--- src/rtl/baccarat_deal_ctrl.sv ---
// rtl/baccarat_deal_ctrl.sv - baccarat hand sequencing FSM (deal strobes, third-card rules, win lights)
//
// Ports:
//   slow_clock        game clock, all state changes on rising edge
//   resetb            synchronous active-low reset
//   pscore, dscore    hand scores 0..9 from the datapath (reflect cards loaded on prior edges)
//   pcard3            player third card code (0 blank, 1 ace, 2..10, 11 J, 12 Q, 13 K)
//   load_pcard1..3    player card slot load strobes
//   load_dcard1..3    dealer card slot load strobes
//   player_win_light  player wins (both lights = tie)
//   dealer_win_light  dealer wins
//   hand_done         high while the hand result is shown

module baccarat_deal_ctrl (
    input  logic       slow_clock,
    input  logic       resetb,
    input  logic [3:0] pscore,
    input  logic [3:0] dscore,
    input  logic [3:0] pcard3,
    output logic       load_pcard1,
    output logic       load_pcard2,
    output logic       load_pcard3,
    output logic       load_dcard1,
    output logic       load_dcard2,
    output logic       load_dcard3,
    output logic       player_win_light,
    output logic       dealer_win_light,
    output logic       hand_done
);

    typedef enum logic [3:0] {
        S_IDLE   = 4'd0,
        S_P1     = 4'd1,
        S_D1     = 4'd2,
        S_P2     = 4'd3,
        S_D2     = 4'd4,
        S_DECIDE = 4'd5,
        S_P3     = 4'd6,
        S_BANK   = 4'd7,
        S_D3     = 4'd8,
        S_RESULT = 4'd9
    } state_t;

    state_t state, state_next;

    logic [3:0] pcard3_val;
    logic       banker_draws;
    logic       natural;

    // Tens and face cards count zero; blank also maps to zero.
    assign pcard3_val = (pcard3 >= 4'd10) ? 4'd0 : pcard3;

    assign natural = (pscore >= 4'd8) || (dscore >= 4'd8);

    always_comb begin
        banker_draws = 1'b0;
        case (dscore)
            4'd0, 4'd1, 4'd2: banker_draws = 1'b1;
            4'd3:             banker_draws = (pcard3_val != 4'd8);
            4'd4:             banker_draws = (pcard3_val >= 4'd2) && (pcard3_val <= 4'd7);
            4'd5:             banker_draws = (pcard3_val >= 4'd4) && (pcard3_val <= 4'd7);
            4'd6:             banker_draws = (pcard3_val >= 4'd6) && (pcard3_val <= 4'd7);
            default:          banker_draws = 1'b0;
        endcase
    end

    always_ff @(posedge slow_clock) begin
        if (!resetb) begin
            state <= S_IDLE;
        end else begin
            state <= state_next;
        end
    end

    always_comb begin
        state_next       = S_IDLE;
        load_pcard1      = 1'b0;
        load_pcard2      = 1'b0;
        load_pcard3      = 1'b0;
        load_dcard1      = 1'b0;
        load_dcard2      = 1'b0;
        load_dcard3      = 1'b0;
        player_win_light = 1'b0;
        dealer_win_light = 1'b0;
        hand_done        = 1'b0;
        case (state)
            S_IDLE: state_next = S_P1;
            S_P1: begin
                load_pcard1 = 1'b1;
                state_next  = S_D1;
            end
            S_D1: begin
                load_dcard1 = 1'b1;
                state_next  = S_P2;
            end
            S_P2: begin
                load_pcard2 = 1'b1;
                state_next  = S_D2;
            end
            S_D2: begin
                load_dcard2 = 1'b1;
                state_next  = S_DECIDE;
            end
            S_DECIDE: begin
                if (natural)                state_next = S_RESULT;
                else if (pscore <= 4'd5)    state_next = S_P3;
                else if (dscore <= 4'd5)    state_next = S_D3;
                else                        state_next = S_RESULT;
            end
            S_P3: begin
                load_pcard3 = 1'b1;
                state_next  = S_BANK;
            end
            // pcard3 and the updated player score are only valid here.
            S_BANK: state_next = banker_draws ? S_D3 : S_RESULT;
            S_D3: begin
                load_dcard3 = 1'b1;
                state_next  = S_RESULT;
            end
            S_RESULT: begin
                hand_done        = 1'b1;
                player_win_light = (pscore >= dscore);
                dealer_win_light = (dscore >= pscore);
                state_next       = S_RESULT;
            end
            default: state_next = S_IDLE;
        endcase
    end

endmodule
--- config.mk ---
export PLATFORM = sky130hd
export DESIGN_NAME = baccarat_deal_ctrl
export DESIGN_NICKNAME = d
export VERILOG_FILES = /design/src/rtl/baccarat_deal_ctrl.sv
export SDC_FILE = /design/constraint.sdc
export NUM_CORES = 1
export LEC_CHECK = 0
export BUFFER_PORTS_ARGS = -buffer_cell sky130_fd_sc_hd__clkbuf_2
export CORE_AREA = 5 5 42 44
export DETAILED_ROUTE_END_ITERATION = 16
export DIE_AREA = 0 0 47 49
export HOLD_SLACK_MARGIN = 0.15
export MAX_ROUTING_LAYER = met4
export SETUP_SLACK_MARGIN = 0.1
export SLEW_MARGIN = 0
export SYNTH_ARGS = -nofsm -noshare
export SYNTH_HDL_FRONTEND = slang
export SYNTH_SLANG_ARGS = --single-unit
--- constraint.sdc ---
create_clock -name slow_clock -period 1.9 [get_ports slow_clock]
set_input_delay 0.38 -clock slow_clock [delete_from_list [all_inputs] [get_ports slow_clock]]
set_output_delay 0.38 -clock slow_clock [all_outputs]
set_load 0.05 [all_outputs]
==> summary.txt <==
Critical path
  • Worst R2R Setup Slack: 0.80 ns
  • Crit path capture type: output pin
  • Worst-path cell chain: clkbuf_2 > inv_1 > ha_1 > nand4_1 > a311oi_4 > buf_8
  • CP Buf/Inv Count: 3
  • Worst r2r src: state[3]$_SDFF_PN0_
  • Crit path max fanout: 2
  • Slowest stage delay, CP: 0.36 ns
  • Critical Path AT: 1.54 ns
  • Worst setup SP type: primary input
  • Worst EP required: 1.52 ns
  • Reg2reg path depth: 5
  • R2R Path End: state[0]$_SDFF_PN0_
  • Worst path top cell family by delay: compound AO/OA/AOI/OAI gates
  • CP max-delay cell: a311oi_4
  • Setup Crit Path Kind: primary input to output pin

Finish
  • Area occupied by multi-input gates: 412 µm²
  • Number of fillers in the final layout: 139
  • FF/Latch Area: 81.3 µm²
  • Non-Filler Instances: 108
  • Ant diodes: 0
  • Area Growth Syn to Fin: 74.2%
  • Largest regs: state (4)
  • Final Cell Area: 769 µm²
  • Commonest non-fill, non-tap cell in the layout: clkbuf_2
  • Max reg flops: 4
  • Share of cells above drive strength 1: 0.576
  • Largest Register: state
  • Most frequent cells in the layout: 16 x clkbuf_2, 8 x buf_4, 6 x nor3_2, 6 x nor2_1, 5 x inv_1
  • Fin nets: 112

Power
  • Static leakage: 0.367 nW
  • Max VDD drop: 0.288 mV
  • Gate power share: 0.417
  • Pint: 0.226 mW
  • Final Power: 0.357 mW
  • Clock network fraction of design power: 0.302
  • Power Dens Cells: 464 mW/mm²
  • Sw Pwr: 0.131 mW
  • Net Sw Frac: 0.367
  • Seq pwr share: 0.281

Global route
  • First-pass GRT wire length: 2.30 mm
  • Vias in the first global route: 540
  • Largest net degree at the start of global routing: 10
  • GRT busiest layer: met2
  • Grt total ovfl: 0
  • Met3 usage: 0.0443
  • Gr usage total: 0.135
  • Met1 Usage GRT: 0.176
  • Initial antenna violation count: 0
  • GR Util met2: 0.201

Drt
  • Initial DRT Pass Iterations: 4
  • DRC violations left: 0
  • Initial DRC Count: 8
  • DR WL/cell: 12.2 µm
  • Antenna-violating nets left: 0
  • Vias: 546
  • DR vias/cell: 5.06
  • DRT Wirelength: 1.32 mm

Placement
  • Port Buffers: 22
  • Placed Instances: 105
  • Final GP Congestion: 0.776
  • HPWL after detailed placement: 1.01 mm
  • Dpl cell area: 663 µm²

CTS
  • Clock net sink count: 4
  • Max Root-Sink Buffers: 2
  • Worst-Skew Late Latency: 0.24 ns
  • CTS H-tree lvls: 1
  • CTS Buf Count: 3
  • CTS clock-pin slew for the worst setup and hold paths: 0.04 ns
  • Clk root buf: clkbuf_4
  • TritonCTS clock tree: done

Timing
  • Slew HR: 0.813
  • Final WS setup: -0.0205 ns
  • Tightest Pin Transition: 0.282 ns
  • Max frequency: 0.521 GHz
  • Final count of hold timing violations: 0
  • Setup_tns: -0.0205 ns
  • RSZ-0062 raised after global routing: yes
  • Final setup viols: 1
  • Tmin final: 1.92 ns
  • Worst Clk Skew: 0.00469 ns
  • Final period util: 1.01
  • Pins Over Slew Limit: 0

Floorplanning
  • Die height: 49 µm
  • Core Region: 0.00140 mm²
  • # IOs: 23
  • # rows: 14
  • Full die area: 0.00230 mm²
  • Initial core utilization: 0.315
  • Die Span X: 47 µm

Synth
  • Post-synth top flop: dfxtp_1
  • Top area cells in the synthesized netlist: dfxtp_1 18%, ha_1 11%, nor3_1 7.9%
  • Ys async rst share: 0
  • Synth Instances: 61
  • Top cell type's share of synthesized area: 0.181
  • Syn nets: 79
  • Seq/Total Area, Yosys: 0.181
  • Leading area contributor after synthesis: dfxtp_1
  • Warnings, synthesis: 0
  • Yosys cell types: 25
  • #FFs+latches synth: 4
  • Syn_area_per_cell: 7.24 µm²
  • Mapped Area: 442 µm²
  • Number of flops mapped to enable cells by yosys: 0

Flow run
  • Max-cap check violation count: 0

Hold path
  • Hold Path End: state[3]$_SDFF_PN0_
  • WHS Path Cells: 2
  • Hold Crit Start: resetb
  • Hold Path Class: primary input to flip-flop

Status
  • Failing checks: setup timing
  • Status: complete, but fails checks
## routing by layer
layer	vias up	share of wire
li1	285	-
met5	-	0
met1	247	0.44
met4	0	0
met2	14	0.51
met3	0	0.055
## timing repair
action                                  CTS  global route
buffers inserted                          0             0
endpoints found under the setup margin    2             6
hold buffers                              0             0
gates resized for setup                  10            14
pin swaps                                 4             4
## kinds of logic after synthesis
family | synth area share
adders and majority gates | 0.113
DFF | 0.181
buffers and inverters | 0.0850
and+or+nand+nor | 0.323
AOI/OAI and AO/OA | 0.297
## power by group through the flow
stage | clock (mW) | sequential, mW | combinational, mW
after floorplan | 0 | 0.0954 | 0.0910
final | 0.108 | 0.100 | 0.149
after global placement | 0 | 0.101 | 0.128
after global routing | 0.121 | 0.101 | 0.164
after detailed placement | 0 | 0.101 | 0.129
after CTS | 0.114 | 0.0994 | 0.140
## Yosys cell counts, types with 2 or more instances
library cell,count
nor2_1,7
nor3_1,7
inv_1,6
dfxtp_1,4
ha_1,4
nand2_1,4
nand2b_1,3
o21ai_0,3
a21oi_1,2
buf_4,2
nand2b_2,2
nor2b_1,2
o21a_1,2
o22ai_1,2
## worst max-delay path by stage
stage	start	to	slack, ns	cells after the start
6_report	pscore[2]	dealer_win_light	-0.02	6
5_1_grt	dscore[1]	dealer_win_light	-0.08	7
4_1_cts	pscore[1]	dealer_win_light	-0.06	8
3_5_place_dp	pscore[1]	dealer_win_light	-0.27	8
3_3_place_gp	pscore[1]	dealer_win_light	-0.22	8
2_1_floorplan	pscore[1]	dealer_win_light	-0.12	6
## final cells by class
type                            count  area share
Multi-Input combinational cell     49       0.535
Timing Repair Buffer               30       0.272
Sequential cell                     4       0.106
Inverter                            6      0.0325
Clock buffer                        3      0.0293
Tap cell                           16      0.0260
## per-stage QoR
| stage | utilization | worst slack, ns | hold slack [ns] |
|---|---|---|---|
| floorplan | - | -0.117 | 0.502 |
| global placement | 0.473 | -0.215 | 0.630 |
| detailed placement | 0.473 | -0.265 | 0.640 |
| CTS | 0.522 | -0.0621 | 0.399 |
| global route | 0.549 | -0.0829 | 0.413 |
| finish | 0.549 | -0.0205 | 0.405 |
No activity file was read; power rests on OpenSTA's default activity.
